--- config.mk ---
export PLATFORM = sky130hd
export DESIGN_NAME = pc_unit
export DESIGN_NICKNAME = d
export VERILOG_FILES = /design/src/rtl/pc_pkg.sv /design/src/rtl/pc_adder.sv /design/src/rtl/pc_unit.sv
export SDC_FILE = /design/constraint.sdc
export NUM_CORES = 1
export LEC_CHECK = 0
export BUFFER_PORTS_ARGS = -buffer_cell sky130_fd_sc_hd__buf_2
export CELL_PAD_IN_SITES_DETAIL_PLACEMENT = 0
export CELL_PAD_IN_SITES_GLOBAL_PLACEMENT = 1
export CORE_MARGIN = 2
export CORE_UTILIZATION = 43
export DETAILED_ROUTE_END_ITERATION = 7
export GPL_TIMING_DRIVEN = 0
export PLACE_DENSITY_LB_ADDON = 0.2
export SETUP_SLACK_MARGIN = 0.02
export SLEW_MARGIN = 20
export SYNTH_ARGS = -nofsm -noshare
export SYNTH_HDL_FRONTEND = slang
export SYNTH_HIERARCHICAL = 1
export SYNTH_SLANG_ARGS = --single-unit
--- constraint.sdc ---
create_clock -name i_clk -period 8 [get_ports i_clk]
set_clock_uncertainty 0.05 [all_clocks]
set_input_delay 1.2 -clock i_clk [delete_from_list [all_inputs] [get_ports i_clk]]
set_output_delay 1.2 -clock i_clk [all_outputs]
set_load 0.005 [all_outputs]
--- src/rtl/pc_pkg.sv ---
// Shared encodings for the program-counter unit: next-PC select codes and FSM states.
package pc_pkg;

  localparam logic [1:0] SEL_SEQ = 2'b00;
  localparam logic [1:0] SEL_BR  = 2'b01;
  localparam logic [1:0] SEL_J   = 2'b10;
  localparam logic [1:0] SEL_JR  = 2'b11;

  typedef enum logic [1:0] {
    ST_BOOT = 2'd0,
    ST_RUN  = 2'd1,
    ST_HALT = 2'd2
  } pc_state_e;

endpackage

--- src/rtl/pc_adder.sv ---
// Combinational modulo-2^ADDR_W adder; the carry out is intentionally dropped.
module pc_adder #(
  parameter int ADDR_W = 32
) (
  input  logic [ADDR_W-1:0] i_a,
  input  logic [ADDR_W-1:0] i_b,
  output logic [ADDR_W-1:0] o_sum
);

  assign o_sum = i_a + i_b;

endmodule

--- src/rtl/pc_unit.sv ---
// Program-counter unit: PC register, next-PC select (seq/branch/jump/jr/exception),
// fetch valid/ready handshake, BOOT/RUN/HALT control and an accepted-fetch counter.
// Optional build macro PC_ALIGN_CHECK_EN: misaligned redirect targets divert to the
// exception vector and pulse o_misalign.
module pc_unit
  import pc_pkg::*;
#(
  parameter int          ADDR_W    = 32,
  parameter int          STEP      = 4,
  parameter logic [31:0] RESET_VEC = 32'h0000_0000,
  parameter logic [31:0] EXC_VEC   = 32'h0000_0180,
  parameter int          CNT_W     = 32
) (
  input  logic              i_clk,
  input  logic              i_rst_n,
  input  logic              i_stall,
  input  logic              i_halt,
  input  logic              i_resume,
  input  logic              i_ctl_valid,
  input  logic [1:0]        i_sel,
  input  logic              i_taken,
  input  logic [ADDR_W-1:0] i_imm_off,
  input  logic [25:0]       i_jump_idx,
  input  logic [ADDR_W-1:0] i_jr_addr,
  input  logic              i_exc,
  input  logic              i_fetch_ready,
  output logic              o_fetch_valid,
  output logic [ADDR_W-1:0] o_pc,
  output logic [ADDR_W-1:0] o_pc_next_seq,
  output logic [CNT_W-1:0]  o_fetch_cnt
`ifdef PC_ALIGN_CHECK_EN
  ,
  output logic              o_misalign
`endif
);

  localparam logic [ADDR_W-1:0] RESET_PC = ADDR_W'(RESET_VEC);
  localparam logic [ADDR_W-1:0] EXC_PC   = ADDR_W'(EXC_VEC);
  localparam logic [ADDR_W-1:0] STEP_W   = ADDR_W'(STEP);

  pc_state_e          state_q, state_d;
  logic [ADDR_W-1:0]  pc_q, pc_d;
  logic [CNT_W-1:0]   cnt_q, cnt_d;
  logic [ADDR_W-1:0]  seq_pc, br_pc, jmp_pc, target;
  logic [ADDR_W-1:0]  br_off;
  logic               accept, redirect;
`ifdef PC_ALIGN_CHECK_EN
  logic               misalign_q, misalign_d;
`endif

  assign br_off = {i_imm_off[ADDR_W-3:0], 2'b00};

  pc_adder #(.ADDR_W(ADDR_W)) u_seq_add (.i_a(pc_q),   .i_b(STEP_W), .o_sum(seq_pc));
  pc_adder #(.ADDR_W(ADDR_W)) u_br_add  (.i_a(seq_pc), .i_b(br_off), .o_sum(br_pc));

  assign jmp_pc        = {seq_pc[ADDR_W-1:28], i_jump_idx, 2'b00};
  assign o_fetch_valid = (state_q == ST_RUN) && !i_stall;
  assign accept        = o_fetch_valid && i_fetch_ready;
  assign o_pc          = pc_q;
  assign o_pc_next_seq = seq_pc;
  assign o_fetch_cnt   = cnt_q;

  // Redirect target select and qualification; only the running core steers the PC.
  always_comb begin
    target = seq_pc;
    case (i_sel)
      SEL_SEQ: target = seq_pc;
      SEL_BR:  target = br_pc;
      SEL_J:   target = jmp_pc;
      SEL_JR:  target = i_jr_addr;
    endcase
    redirect = i_ctl_valid && (state_q == ST_RUN) &&
               (((i_sel == SEL_BR) && i_taken) || i_sel[1]);
  end

  // Next PC by priority: exception, stall, redirect, accepted sequential, hold.
  always_comb begin
    pc_d = pc_q;
`ifdef PC_ALIGN_CHECK_EN
    misalign_d = 1'b0;
`endif
    if (i_exc) begin
      pc_d = EXC_PC;
    end else if (i_stall) begin
      pc_d = pc_q;
    end else if (redirect) begin
`ifdef PC_ALIGN_CHECK_EN
      if (target[1:0] != 2'b00) begin
        pc_d       = EXC_PC;
        misalign_d = 1'b1;
      end else begin
        pc_d = target;
      end
`else
      pc_d = target;
`endif
    end else if (accept) begin
      pc_d = seq_pc;
    end
  end

  // BOOT lasts one clock; halt/resume toggle RUN/HALT; an exception always lands in RUN.
  always_comb begin
    state_d = state_q;
    case (state_q)
      ST_BOOT: state_d = ST_RUN;
      ST_RUN:  if (i_halt)   state_d = ST_HALT;
      ST_HALT: if (i_resume) state_d = ST_RUN;
      default: state_d = ST_BOOT;
    endcase
    if (i_exc) state_d = ST_RUN;
  end

  // Accepted-fetch counter, wraps naturally.
  always_comb begin
    cnt_d = cnt_q + CNT_W'(accept);
  end

  // State registers.
  always_ff @(posedge i_clk or negedge i_rst_n) begin
    if (!i_rst_n) begin
      state_q <= ST_BOOT;
      pc_q    <= RESET_PC;
      cnt_q   <= '0;
    end else begin
      state_q <= state_d;
      pc_q    <= pc_d;
      cnt_q   <= cnt_d;
    end
  end

`ifdef PC_ALIGN_CHECK_EN
  // One-cycle misalignment pulse.
  always_ff @(posedge i_clk or negedge i_rst_n) begin
    if (!i_rst_n) misalign_q <= 1'b0;
    else          misalign_q <= misalign_d;
  end

  assign o_misalign = misalign_q;
`endif

endmodule

* Word level (Yosys, flattened, before mapping)
Index checks and enable logic that the tools add are counted.
** Operators by class
- Reductions and logical operators :: 12
- $add $sub $neg :: 3
- Muxes and demuxes :: 9
- Equality and inequality tests :: 8
** Operators with widths (number)
- $mux 32 :: 4
- $pmux 32 s4 :: 1
- $add 32x1->32 :: 1
- $add 32x3->32 const B :: 1
- $add 32x32->32 :: 1
- $eq 2x2->1 const B :: 3
- $mux 2 :: 3
- $ne 3x3->1 const B :: 2
- $pmux 2 s3 :: 1
- $logic_and 1x1->1 :: 5
- $eq 2x1->1 const B :: 2
- $logic_not 2->1 :: 2
- $reduce_and 2->1 :: 2
- $reduce_bool 3->1 :: 1
- $ne 2x1->1 const B :: 1
- $logic_not 1->1 :: 1
- $logic_or 1x1->1 :: 1
** Storage, ports and cells
- Register bits :: 66
- Output and inout port bits :: 97
- Word-level logic and storage cells :: 35
- Input port bits :: 101

* Longest topological paths before layout
- Depth after elaboration :: 7
- Depth in mapped cells :: 23
- Mapped depth without buffers :: 22

* Cells and area by module
The synthesis kept the hierarchy.
** By module, submodules not included
- pc_unit :: area an instance 3794.9 um^2, seq. area each 1651.6 um^2, times used 1, cells each 336
- pc_adder at u_br_add :: area an instance 1744.2 um^2, seq. area each 0.0 um^2, times used 1, cells each 241
- pc_adder at u_seq_add :: area an instance 1601.5 um^2, seq. area each 0.0 um^2, times used 1, cells each 221

* Least setup slack after synthesis
No wires, ideal clock.
- Kind :: register to register
- Start point :: reg pc_q[5], in the netlist o_pc[5]
- End point :: reg pc_q[27], in the netlist o_pc[27]
- Arrival time :: 4.429 ns
- Data required time :: 7.828 ns
- Library setup time :: 0.122 ns
- Slack :: 3.400 ns
- Stages on the path, launching flop included :: 20
- Clock period less this slack :: 4.600 ns
- Buffers on the path :: 1
- Cell sequence :: dfrtp_1 ha_1 and3_1 a221oi_2 a221o_2 o21ai_1 a21boi_1 o21ai_1 a21oi_1 xnor2_1 ha_1 clkbuf_1 a21oi_1 o21ai_0 a22o_1 a311oi_4 o21ai_0 xor2_1 a221o_1 a32o_1
** Between the ends
- Word-level cells in the longest chain between the ends :: 6
- Elaborated cells between the ends (all ways) :: 7
- Those cells by class :: 2 x add/sub; 5 x mux
** Ends and longest elaborated chain
- start, declared :: line pc_unit.sv:42 : logic [ADDR_W-1:0] pc_q, pc_d;
- start signal, assigned :: line pc_unit.sv:127 : pc_q <= pc_d;
- $add 32x3->32 :: line pc_adder.sv:10 : assign o_sum = i_a + i_b;
- net o_pc_next_seq[18] :: line pc_unit.sv:29 : output logic [ADDR_W-1:0] o_pc_next_seq,
- $add 32x32->32 :: line pc_adder.sv:10
- net br_pc[27] :: line pc_unit.sv:44 : logic [ADDR_W-1:0] seq_pc, br_pc, jmp_pc, target;
- $pmux 32 s4 :: line pc_unit.sv:66 : case (i_sel)
- $mux 32 :: line pc_unit.sv:86 : end else if (redirect) begin
- $mux 32 :: line pc_unit.sv:84 : end else if (i_stall) begin
- $mux 32 :: line pc_unit.sv:82 : if (i_exc) begin
The timed path passes the listed nets, and every way through them passes these cells. The select of a mux whose other input is x is not followed.
A chain may end at the register's enable or synchronous reset.

* Final worst setup path
- Start point :: reg pc_q[5], in the netlist o_pc[5]
- End point :: reg pc_q[26], in the netlist o_pc[26]
** Between the ends
- Word-level cells in the longest chain between the ends :: 6
- Elaborated cells between the ends (all ways) :: 7
- Those cells by class :: 2 x add/sub; 5 x mux
** Ends and longest elaborated chain (line)
- $add 32x3->32 :: pc_adder.sv:10
- $add 32x32->32 :: pc_adder.sv:10
- net br_pc[26] :: pc_unit.sv:44
- $pmux 32 s4 :: pc_unit.sv:66
- $mux 32 :: pc_unit.sv:86
- $mux 32 :: pc_unit.sv:84
- $mux 32 :: pc_unit.sv:82
The timed path passes the listed nets, and every way through them passes these cells. The select of a mux whose other input is x is not followed.

==> flow_summary_export.csv <==
group,metric,value,unit
pwr,power.density,194,nW/µm²
floorplan,ios,198,
placed_design,gpl.final_weighted_congestion,0.932,
yosys,async_flop_share,100,%
sta,period_needed,5.42,ns
pwr,power_report.internal_total,990,µW
yosys,share_of_the_yosys_chip_area_belonging_to_registers,23.1,%
sta,report.final.hold_viol_count,0,
cts,cts_h_tree_depth,3,
cts,clk_pin_slew,0.06,ns
yosys,number_of_enable_type_register_cells_in_the_synthesized_netlist,0,
grt,global_route.usage.total,24.4,%
cts,cts_sinks,66,
yosys,synth_commonest_cells,"dfrtp_1 (66), ha_1 (65), a21oi_1 (61)",
worst_setup_path,worst-path-max-fanout,8,
drt,via_count,7077,
yosys,netlist_instances,798,
placed_design,hpwlAfterDp,17700,µm
worst_setup_path,r2r.worst_path.cells,20,
pwr,clockPowerShare,24.1,%
worst_setup_path,critPathSlowestCell,"dfrtp_1",
floorplan,core_area,16400,µm²
yosys,ys_types,84,
sta,setup_repair_after_global_routing_missed_its_margin,"false",
finish,final_nets,1205,
drt,postRouteWirelength,21900,µm
cts,ctsHoldBuffers,0,
yosys,ys_dominant_reg_cell,"dfrtp_1",
yosys,synth.top_cells.by_area,"dfrtp_1 (23%), ha_1 (11%), xnor2_1 (7.1%)",
pwr,leakage_power,4.46,nW
flow_run,drv_cap,0,
sta,final_period_utilization,67.7,%
pwr,seq_power_share,22.8,%
finish,design_area,8840,µm²
sta,timing.final.setup_violations,0,
yosys,synth-seq-cells,66,
grt,grt_pass1_vias,6552,
pwr,switching_power_share_of_the_total,42.2,%
sta,slew_viol_final,0,
worst_setup_path,cp_slowest_stage_delay,0.41,ns
cts,postCtsSetupRepairBufs,0,
floorplan,chipWidth,133,µm
sta,fin_tns_setup,0,ns
min_path,hold_depth,1,
floorplan,floorplan.die.height,133,µm
finish,antenna-diode-count,0,
grt,gr-total-overflow,0,
worst_setup_path,critical_path.cell_chain,"ha_1 > and3_1 > a221oi_2 > a221o_2 > o21ai_1 > a21boi_1 > o21ai_1 > a21oi_1 > xnor2_1 > ha_1 > clkbuf_1 > a21oi_1 > nand2_1 > o311ai_1 > o21ai_0 > a311oi_1 > o21bai_1 > xor2_1 > a221o_1 > a32o_1",
drt,wire_per_inst,17.3,µm
drt,dr_iter_0_viols,477,
worst_setup_path,endpoint_kind,"flop",
worst_setup_path,required,8.18,ns
sta,hold_slack,0.421,ns
drt,route.detailed.drc,0,
finish,syn_to_final_growth,23.8,%
grt,first_pass_grt_wire_length,34200,µm
yosys,yosysTopAreaCell,"dfrtp_1",
cts,insertion_delay_to_the_later_sink_of_the_worst_skew_pair,0.34,ns
pwr,p_comb_share,53.0,%
run_status,outcome,"completed",
cts,cts-resized-gates,0,
yosys,yosysWarnings,6,
cts,clock_buffers_created_by_tritoncts,9,
grt,antenna_found_initial,0,
floorplan,rows,47,
yosys,post-synth-top-count-cell,"dfrtp_1",
yosys,yosysTopAreaCellShare,23.1,%
worst_setup_path,timing.critical_path.from_type,"flop",
pwr,net-switching-power,724,µW
sta,worst-slew-pin-transition,0.709,ns
drt,ant_nets,0,
cts,max_buffers_root_to_sink,2,
pwr,peakVddDrop,0.000106,V
drt,count_of_tritonroute_iterations_in_the_first_routing_pass,5,
worst_setup_path,worst_ep_arrival_time,5.59,ns
cts,tritoncts_clock_tree,"yes",
min_path,holdCritPathClass,"flop to flop",
grt,grt_max_degree,48,
sta,slew-limit-headroom,52.8,%
yosys,syn-cell-area,7140,µm²
yosys,synth.avg_cell_area,8.95,µm²
finish,drive_gt1_share,26.7,%
floorplan,initial_utilization,43.5,%
worst_setup_path,timing_worst_setup_path_type,"flop to flop",
placed_design,place.port_buffers,193,
cts,clk_root_buffer_cell,"clkbuf_16",
drt,avgViaCountPerCell,5.61,
floorplan,die_area,17700,µm²
placed_design,post_dp_cell_area,8540,µm²
sta,max_clock_freq,185,MHz
## per-layer routing
metal | vias to the layer above | part of all wire (%) | track usage (%)
met5 | - | 0 | 0
met1 | 3322 | 47 | 34.3
met3 | 18 | 5.5 | 3.26
met4 | 0 | 1.1 | 5.73
li1 | 3483 | - | -
met2 | 254 | 46 | 39.8
## state kept, by name, indices dropped and copies added (netlist names)
name and count:
o_pc 32, state_q 2, o_fetch_cnt 32
## path summary, 6_finish.rpt
check | from | end | slack (ns)
max | o_pc[5] | o_pc[26] | 2.58
min | o_fetch_cnt[31] | o_fetch_cnt[31] | 0.42
max reg2reg | o_pc[5] | o_pc[26] | 2.58
min reg2reg | o_fetch_cnt[31] | o_fetch_cnt[31] | 0.42
max in group asynchronous | i_rst_n | o_fetch_cnt[2] | 6.67
min in group asynchronous | i_rst_n | o_pc[5] | 0.69
## per-stage QoR
stage,utilization (%),std cells,power (mW),setup slack (ns)
finish,53.9,1262,1.71,2.58
global route,53.9,1262,1.83,2.23
CTS,53.9,1262,1.71,2.61
detailed placement,52.0,1246,1.29,2.65
global placement,51.9,1245,1.28,2.63
floorplan,-,832,1.03,3.40
## layout by cell type (no fill, tap or decap), types with 4 or more instances in the layout
| master | Yosys | final |
|---|---|---|
| clkbuf_16 | 0 | 9 |
| xor2_1 | 29 | 29 |
| nand3_1 | 30 | 30 |
| o21bai_1 | 8 | 8 |
| ha_1 | 65 | 65 |
| o211ai_1 | 4 | 4 |
| nor3_1 | 9 | 9 |
| mux2_4 | 6 | 6 |
| mux2_2 | 12 | 12 |
| clkbuf_1 | 17 | 17 |
| nand2_1 | 44 | 44 |
| a31oi_1 | 10 | 10 |
| o21ai_0 | 30 | 30 |
| nand2b_1 | 31 | 31 |
| a211oi_1 | 6 | 6 |
| o21a_1 | 6 | 6 |
| mux2_1 | 8 | 8 |
| o32ai_1 | 5 | 5 |
| o21ai_1 | 4 | 4 |
| nor2b_1 | 6 | 6 |
| a21oi_1 | 61 | 61 |
| a221o_1 | 24 | 24 |
| and2_1 | 4 | 4 |
| a32o_1 | 24 | 24 |
| and3_1 | 7 | 7 |
| dfrtp_1 | 66 | 66 |
| conb_1 | 2 | 36 |
| inv_1 | 23 | 23 |
| xnor2_1 | 58 | 58 |
| nor2_1 | 34 | 34 |
| buf_2 | 14 | 206 |
| a21o_1 | 33 | 33 |
| o22ai_1 | 6 | 6 |
| mux2i_1 | 8 | 8 |
| nand4_1 | 24 | 24 |
| buf_4 | 4 | 5 |
## worst max-delay path: cells and delay by family, from the launching register on
kind	cells	cell delay (ns)
AO/OA/AOI/OAI	13	3.17
XOR/XNOR	2	0.41
adder cells (fa/ha/maj)	2	0.68
buffers and inverters	1	0.19
flip-flops	1	0.41
AND/OR/NAND/NOR	2	0.37
## power groups by stage
| stage | combinational (mW) | clock (mW) | sequential [mW] |
|---|---|---|---|
| 3_3_place_gp | 0.887 | 0 | 0.398 |
| 5_1_grt | 1.00 | 0.435 | 0.396 |
| 3_5_place_dp | 0.894 | 0 | 0.398 |
| 2_1_floorplan | 0.636 | 0 | 0.395 |
| 6_report | 0.909 | 0.414 | 0.392 |
| 4_1_cts | 0.897 | 0.421 | 0.392 |
## layout make-up
| type | count | area, µm² |
|---|---|---|
| clock buffer | 9 | 225 |
| tap | 220 | 275 |
| timing repair buffer | 194 | 996 |
| fill | 1613 | 7560 |
| clock inverter | 7 | 77.6 |
| multi-input combinational | 704 | 5340 |
| buffer | 39 | 194 |
| inverter | 23 | 86.3 |
| sequential | 66 | 1650 |
## cell families (layout without fill, tap and decap cells)
group	count (synthesis)	after routing	share of synthesized area (%)
AOI/OAI and AO/OA	264	264	27.7
and+or+nand+nor	216	216	17.0
xor gates and xnor gates	87	87	10.7
adders and majority gates	67	67	12.0
DFF	66	66	23.1
buffers and inverters	62	272	3.93
muxes	34	34	5.54
other	2	36	0.105
Note: power is estimated with default switching activity, not from simulation.
